--- src/rtl/blink_mode_ctrl_pkg.sv ---
// Shared definitions for the LED pattern sequencer: mode encodings and default timing constants.
package blink_mode_ctrl_pkg;

  typedef enum logic [1:0] {
    MODE_OFF    = 2'd0,
    MODE_BLINK  = 2'd1,
    MODE_CHASE  = 2'd2,
    MODE_BINARY = 2'd3
  } mode_e;

  localparam int unsigned TICK_TH_DEFAULT = 25000000;
  localparam int unsigned DEB_TH_DEFAULT  = 1000000;
  localparam int unsigned CW_DEFAULT      = 32;

  // OFF -> BLINK -> CHASE -> BINARY -> OFF
  function automatic mode_e next_mode(input mode_e m);
    return mode_e'(m + 2'd1);
  endfunction

endpackage

--- src/rtl/btn_debounce.sv ---
// Push-button conditioner: 2-flop synchronizer, stability counter and a one-cycle
// pulse on each debounced rising edge.
module btn_debounce
  import blink_mode_ctrl_pkg::*;
#(
  parameter int unsigned P_DEB_TH = DEB_TH_DEFAULT,
  parameter int unsigned P_CW     = CW_DEFAULT
) (
  input  logic clk,
  input  logic reset_n,
  input  logic i_raw,
  output logic o_level,
  output logic o_pulse
);

  localparam logic [P_CW-1:0] DebLast = P_CW'((P_DEB_TH > 1) ? P_DEB_TH - 1 : 0);

  logic            sync1_q, sync2_q;
  logic            level_q, level_d;
  logic            armed_q, armed_d;
  logic            pulse_q, pulse_d;
  logic [P_CW-1:0] cnt_q, cnt_d;

  // Until the first level is confirmed after reset the counter runs unconditionally and that
  // first commit never pulses, so a button held through reset release is not seen as a press.
  always_comb begin
    cnt_d   = cnt_q;
    level_d = level_q;
    armed_d = armed_q;
    pulse_d = 1'b0;
    if (armed_q && (sync2_q == level_q)) begin
      cnt_d = '0;
    end else if (cnt_q >= DebLast) begin
      level_d = sync2_q;
      cnt_d   = '0;
      armed_d = 1'b1;
      pulse_d = armed_q & sync2_q & ~level_q;
    end else begin
      cnt_d = cnt_q + P_CW'(1);
    end
  end

  always_ff @(posedge clk or negedge reset_n) begin
    if (!reset_n) begin
      sync1_q <= 1'b0;
      sync2_q <= 1'b0;
      level_q <= 1'b0;
      armed_q <= 1'b0;
      pulse_q <= 1'b0;
      cnt_q   <= '0;
    end else begin
      sync1_q <= i_raw;
      sync2_q <= sync1_q;
      level_q <= level_d;
      armed_q <= armed_d;
      pulse_q <= pulse_d;
      cnt_q   <= cnt_d;
    end
  end

  assign o_level = level_q;
  assign o_pulse = pulse_q;

endmodule

--- src/rtl/blink_mode_ctrl.sv ---
// Shared LED pattern engine: debounced button cycles the display mode, switches gate and
// select the step rate of a common tick.
module blink_mode_ctrl
  import blink_mode_ctrl_pkg::*;
#(
  parameter int unsigned P_TICK_TH = TICK_TH_DEFAULT,
  parameter int unsigned P_DEB_TH  = DEB_TH_DEFAULT,
  parameter int unsigned P_CW      = CW_DEFAULT
) (
  input  logic       clk,
  input  logic       reset_n,
  input  logic       i_btn,
  input  logic [1:0] sw,
  output logic [3:0] o_led,
  output logic [1:0] o_mode
);

  localparam logic [P_CW-1:0] ThFull = P_CW'((P_TICK_TH > 0) ? P_TICK_TH : 1);
  localparam logic [P_CW-1:0] ThHalf = P_CW'(((P_TICK_TH >> 1) > 0) ? (P_TICK_TH >> 1) : 1);

  logic btn_pulse;
  logic unused_btn_level;

  btn_debounce #(
    .P_DEB_TH (P_DEB_TH),
    .P_CW     (P_CW)
  ) u_btn_debounce (
    .clk     (clk),
    .reset_n (reset_n),
    .i_raw   (i_btn),
    .o_level (unused_btn_level),
    .o_pulse (btn_pulse)
  );

  logic [P_CW-1:0] th_sel;
  logic [P_CW-1:0] tick_cnt_q, tick_cnt_d;
  logic            tick;

  // >= rather than == so a switch to the fast rate past the new threshold still ticks at once.
  always_comb begin
    th_sel     = sw[1] ? ThHalf : ThFull;
    tick       = sw[0] && (tick_cnt_q >= (th_sel - P_CW'(1)));
    tick_cnt_d = tick_cnt_q;
    if (sw[0]) begin
      tick_cnt_d = tick ? '0 : tick_cnt_q + P_CW'(1);
    end
  end

  mode_e      mode_q, mode_d;
  logic       phase_q, phase_d;
  logic [3:0] onehot_q, onehot_d;
  logic [3:0] bin_q, bin_d;
  logic [3:0] led_q, led_d;

  // A mode change takes priority over a coincident tick and restarts every pattern.
  always_comb begin
    mode_d   = mode_q;
    phase_d  = phase_q;
    onehot_d = onehot_q;
    bin_d    = bin_q;
    led_d    = 4'b0000;
    if (btn_pulse) begin
      mode_d   = next_mode(mode_q);
      phase_d  = 1'b0;
      onehot_d = 4'b0001;
      bin_d    = 4'd0;
    end else if (tick) begin
      phase_d  = ~phase_q;
      onehot_d = {onehot_q[2:0], onehot_q[3]};
      bin_d    = bin_q + 4'd1;
    end
    unique case (mode_d)
      MODE_OFF:    led_d = 4'b0000;
      MODE_BLINK:  led_d = {4{phase_d}};
      MODE_CHASE:  led_d = onehot_d;
      MODE_BINARY: led_d = bin_d;
    endcase
  end

  always_ff @(posedge clk or negedge reset_n) begin
    if (!reset_n) begin
      tick_cnt_q <= '0;
      mode_q     <= MODE_OFF;
      phase_q    <= 1'b0;
      onehot_q   <= 4'b0001;
      bin_q      <= 4'd0;
      led_q      <= 4'b0000;
    end else begin
      tick_cnt_q <= tick_cnt_d;
      mode_q     <= mode_d;
      phase_q    <= phase_d;
      onehot_q   <= onehot_d;
      bin_q      <= bin_d;
      led_q      <= led_d;
    end
  end

  assign o_led  = led_q;
  assign o_mode = mode_q;

endmodule

--- config.mk ---
export PLATFORM = sky130hd
export DESIGN_NAME = blink_mode_ctrl
export DESIGN_NICKNAME = d
export VERILOG_FILES = /design/src/rtl/blink_mode_ctrl_pkg.sv /design/src/rtl/btn_debounce.sv /design/src/rtl/blink_mode_ctrl.sv
export SDC_FILE = /design/constraint.sdc
export NUM_CORES = 1
export LEC_CHECK = 0
export ABC_CLOCK_PERIOD_IN_PS = 5900
export BUFFER_PORTS_ARGS = -buffer_cell sky130_fd_sc_hd__buf_4
export CORE_ASPECT_RATIO = 0.6
export CORE_MARGIN = 4
export CORE_UTILIZATION = 40
export DETAILED_ROUTE_END_ITERATION = 10
export PLACE_DENSITY = 0.54
export SKIP_CTS_REPAIR_TIMING = 1
export SLEW_MARGIN = 20
export SYNTH_ARGS = -nofsm -noshare
export SYNTH_HDL_FRONTEND = slang
export SYNTH_HIERARCHICAL = 1
export SYNTH_SLANG_ARGS = --single-unit
--- constraint.sdc ---
create_clock -name clk -period 5.9 [get_ports clk]
set_clock_uncertainty 0.15 [all_clocks]
set_input_delay 0.295 -clock clk [delete_from_list [all_inputs] [get_ports clk]]
set_output_delay 0.295 -clock clk [all_outputs]
set_load 0.05 [all_outputs]
==> key figures <==
Outcome
  • Outcome: complete, no violations

Timing
  • Slew Viols, Final: 0
  • Setup TNS: 0 ps
  • RSZ-0062 raised after global routing: no
  • Worst slew pin tran: 800.7 ps
  • Peak Freq: 0.3534 GHz
  • Slew headroom: 46.62%
  • Final Hold Fails: 0
  • Period utilization: 47.97%
  • Endpoints failing setup: 0
  • Fin crit period: 2830 ps

Logic synthesis
  • Post-synthesis mux area share: 2.579%
  • Count of different cell masters after synthesis: 60
  • XOR/XNOR share of the synthesized area: 8.186%
  • Synth area leader: dfrtp_1
  • Post-Syn Instances: 401
  • Synth Area per Inst: 10.41 um2
  • Synth Area in Adders: 3.598%
  • Largest family of logic cells by synthesized area: simple AND/OR/NAND/NOR gates
  • Post-synth top flop: dfrtp_1
  • Seq cells post-synth: 84
  • Synth top area cells: dfrtp_1 50%, nor2_1 4.2%, xnor2_1 4.2%
  • Top-area cell type share of the netlist area: 49.78%
  • Post-synth EDFFs: 0
  • Synth Area in Simple Gates: 23.21%
  • Synth Area in Compound Gates: 9.415%
  • Cell Area, Synth: 0.004173 mm2
  • Asr flop ratio synth: 100.0%
  • Seq/Total Area, Yosys: 50.40%
  • Warnings, synthesis: 6

Setup path
  • Critical R2R Launch: tick_cnt_q[5]
  • Reg2reg path depth: 7
  • Critical path class: flip-flop to flip-flop
  • Critical Path RT: 6000 ps
  • Critical path's slowest cell: or4_1
  • Worst path cell trace: ha_1, or4_1, a311oi_1, o21ai_2, a22o_4, mux2_1, o211ai_1
  • Buffers & Inverters on Critical Path: 0
  • Critical Path AT: 2930 ps
  • Crit path max-delay family: compound AO/OA/AOI/OAI gates
  • Critical path fanouts, max: 39
  • RR Endpoint: o_led[2]
  • Startpoint Class: flip-flop
  • Reg-to-reg slack, setup: 3070 ps
  • Critical Path End Type: flip-flop
  • Slowest stage delay, CP: 510 ps

Floorplan
  • Die height: 87.12 um
  • Core area: 0.01002 mm2
  • Die area: 0.01218 mm2
  • I/O pin total: 11
  • Placement Rows: 28
  • Initial Util: 41.65%
  • Die width: 139.9 um

Power
  • Max VDD drop: 0.2319 mV
  • P_leak: 1.962 nW
  • Pwr Density: 297.2 mW/mm2

Worst hold path
  • Hold path start: sw[0]
  • Hold endpoint: tick_cnt_q[1]
  • Worst hold stages: 3
  • HP Class: input port to flip-flop

Global routing
  • Initial antenna violation count: 0
  • Grt ovf: 0
  • Gr usage total: 15.05%
  • Vias in the first global route: 2765
  • Largest net degree at the start of global routing: 85
  • First-pass GRT wire length: 14600 um

Routing
  • Max layer used: met4
  • WL met2: 3197 um
  • Drt first pass iters: 5
  • Wire length on met1: 4983 um
  • DRT iter0 DRCs: 221
  • DRC viols: 0
  • Post-DR vias/cell: 5.278
  • Avg WL per Cell: 15.29 um
  • Final ANT Viol Nets: 0
  • Final Routed Wirelength: 8579 um
  • Vias: 2961
  • WL met3: 321 um

Final layout
  • Antenna Diode Count: 0
  • Nets: 438
  • Post-route cell area: 0.004682 mm2
  • Synth-to-layout area growth: 12.20%
  • Share of cells above drive strength 1: 8.920%

Clock tree
  • Clock Tree Buf Depth: 2
  • CTS tree: yes
  • Reg clk slew, reported paths: 60 ps
  • H-tree Lvls: 3
  • Sink Count: 84
  • Num CTS Buffers: 9
  • Root Driver: clkbuf_16
  • Clk_lat worst skew: 340 ps

Placed design
  • Routability-driven placement congestion ratio: 0.8490
  • PortBufs: 10
  • Area after DPL: 0.004387 mm2
  • HPWL after DPL: 5784 um

Run
  • Maxcap violations: 0
==> worst max-delay path by stage <==
stage	startpoint	endpoint	cells past startpoint
2_1_floorplan	tick_cnt_q[5]	o_led[2]	8
3_3_place_gp	tick_cnt_q[29]	o_led[3]	6
3_5_place_dp	sw[1]	o_led[2]	8
4_1_cts	tick_cnt_q[29]	o_led[3]	6
5_1_grt	tick_cnt_q[5]	o_led[2]	7
6_report	tick_cnt_q[5]	o_led[2]	7
==> worst min-delay path, cell delays in order <==
cell and delay (ps):
buf_4 170, nand2_1 80, o2bb2ai_1 50
==> final cells by class <==
| type | count | area [um2] |
|---|---|---|
| clock buffer | 12 | 246.5 |
| multi-input combinational | 305 | 2006 |
| fill | 971 | 5338 |
| tap | 135 | 168.9 |
| inverter | 9 | 33.78 |
| timing repair buffer | 12 | 98.84 |
| sequential | 84 | 2103 |
| clock inverter | 4 | 25.02 |
==> through the flow <==
stage                     worst slack [ps]  utilization (%)  total power, mW  hold slack [ps]  instances
after floorplan                       3375                -           0.8089           -150.6        412
after global placement                3128            43.78           0.8823            183.6        543
after detailed placement              3083            43.78           0.8824            187.9        543
after CTS                             3056            46.49            1.406           -97.65        559
after global routing                  2910            46.73            1.462            144.0        561
final                                 3070            46.73            1.392            133.5        561
==> per-layer routing <==
layer	up-vias	global-route usage, %
met1	1431	24.51
met3	6	4.334
li1	1473	-
met2	51	18.49
met4	0	4.661
met5	-	0
==> power breakdown <==
| part | leakage [nW] | total [mW] | internal (mW) | switching [mW] |
|---|---|---|---|---|
| Combinational | 0.722 | 0.208 | 0.0734 | 0.134 |
| Clock | 0.129 | 0.516 | 0.295 | 0.221 |
| Sequential | 1.11 | 0.668 | 0.618 | 0.0503 |
| Total | 1.96 | 1.39 | 0.986 | 0.405 |
==> cell usage in the layout (no fill, tap or decap), drive strengths merged, types with 3 or more instances in the layout <==
cell	n
buf	10
nand4	14
nor4	8
a21oi	6
nand3	18
mux2i	4
and3	9
ha	12
o31ai	4
nor2	48
mux2	6
inv	9
or3	7
clkbuf	12
or2	3
xor2	19
conb	12
nor2b	5
o21ai	9
a22o	5
a211oi	7
or4	7
a21o	3
a31oi	3
dfrtp	83
xnor2	20
nor3	27
nand2	25
nor3b	3
==> flip-flops by register name (all words and copies together) (netlist names) <==
name,cells
u_btn_debounce/armed_q,1
tick_cnt_q,32
o_mode,2
onehot_q,4
u_btn_debounce/o_level,1
u_btn_debounce/sync1_q,1
bin_q,4
o_led,4
u_btn_debounce/o_pulse,1
u_btn_debounce/sync2_q,1
u_btn_debounce/cnt_q,32
phase_q,1
==> cells in the mapped netlist (8+ instances only) <==
cell type and number:
nand3_1 18, xor2_1 19, xnor2_1 20, dfrtp_1 83, nor4_1 8, inv_1 9, nor3_1 26, nand2_1 24
nor2_1 47, ha_1 12, nand4_1 13, and3_1 9
==> logic make-up (layout without fill, tap and decap cells) <==
kind of cell / after synthesis / count (layout)
AND/OR/NAND/NOR: 182 / 182
flip-flops: 84 / 84
AO/OA/AOI/OAI: 50 / 50
XOR/XNOR: 39 / 39
buffers and inverters: 23 / 37
adder cells (fa/ha/maj): 12 / 12
multiplexers: 10 / 10
other: 1 / 12
Note: power is estimated with default switching activity, not from simulation.
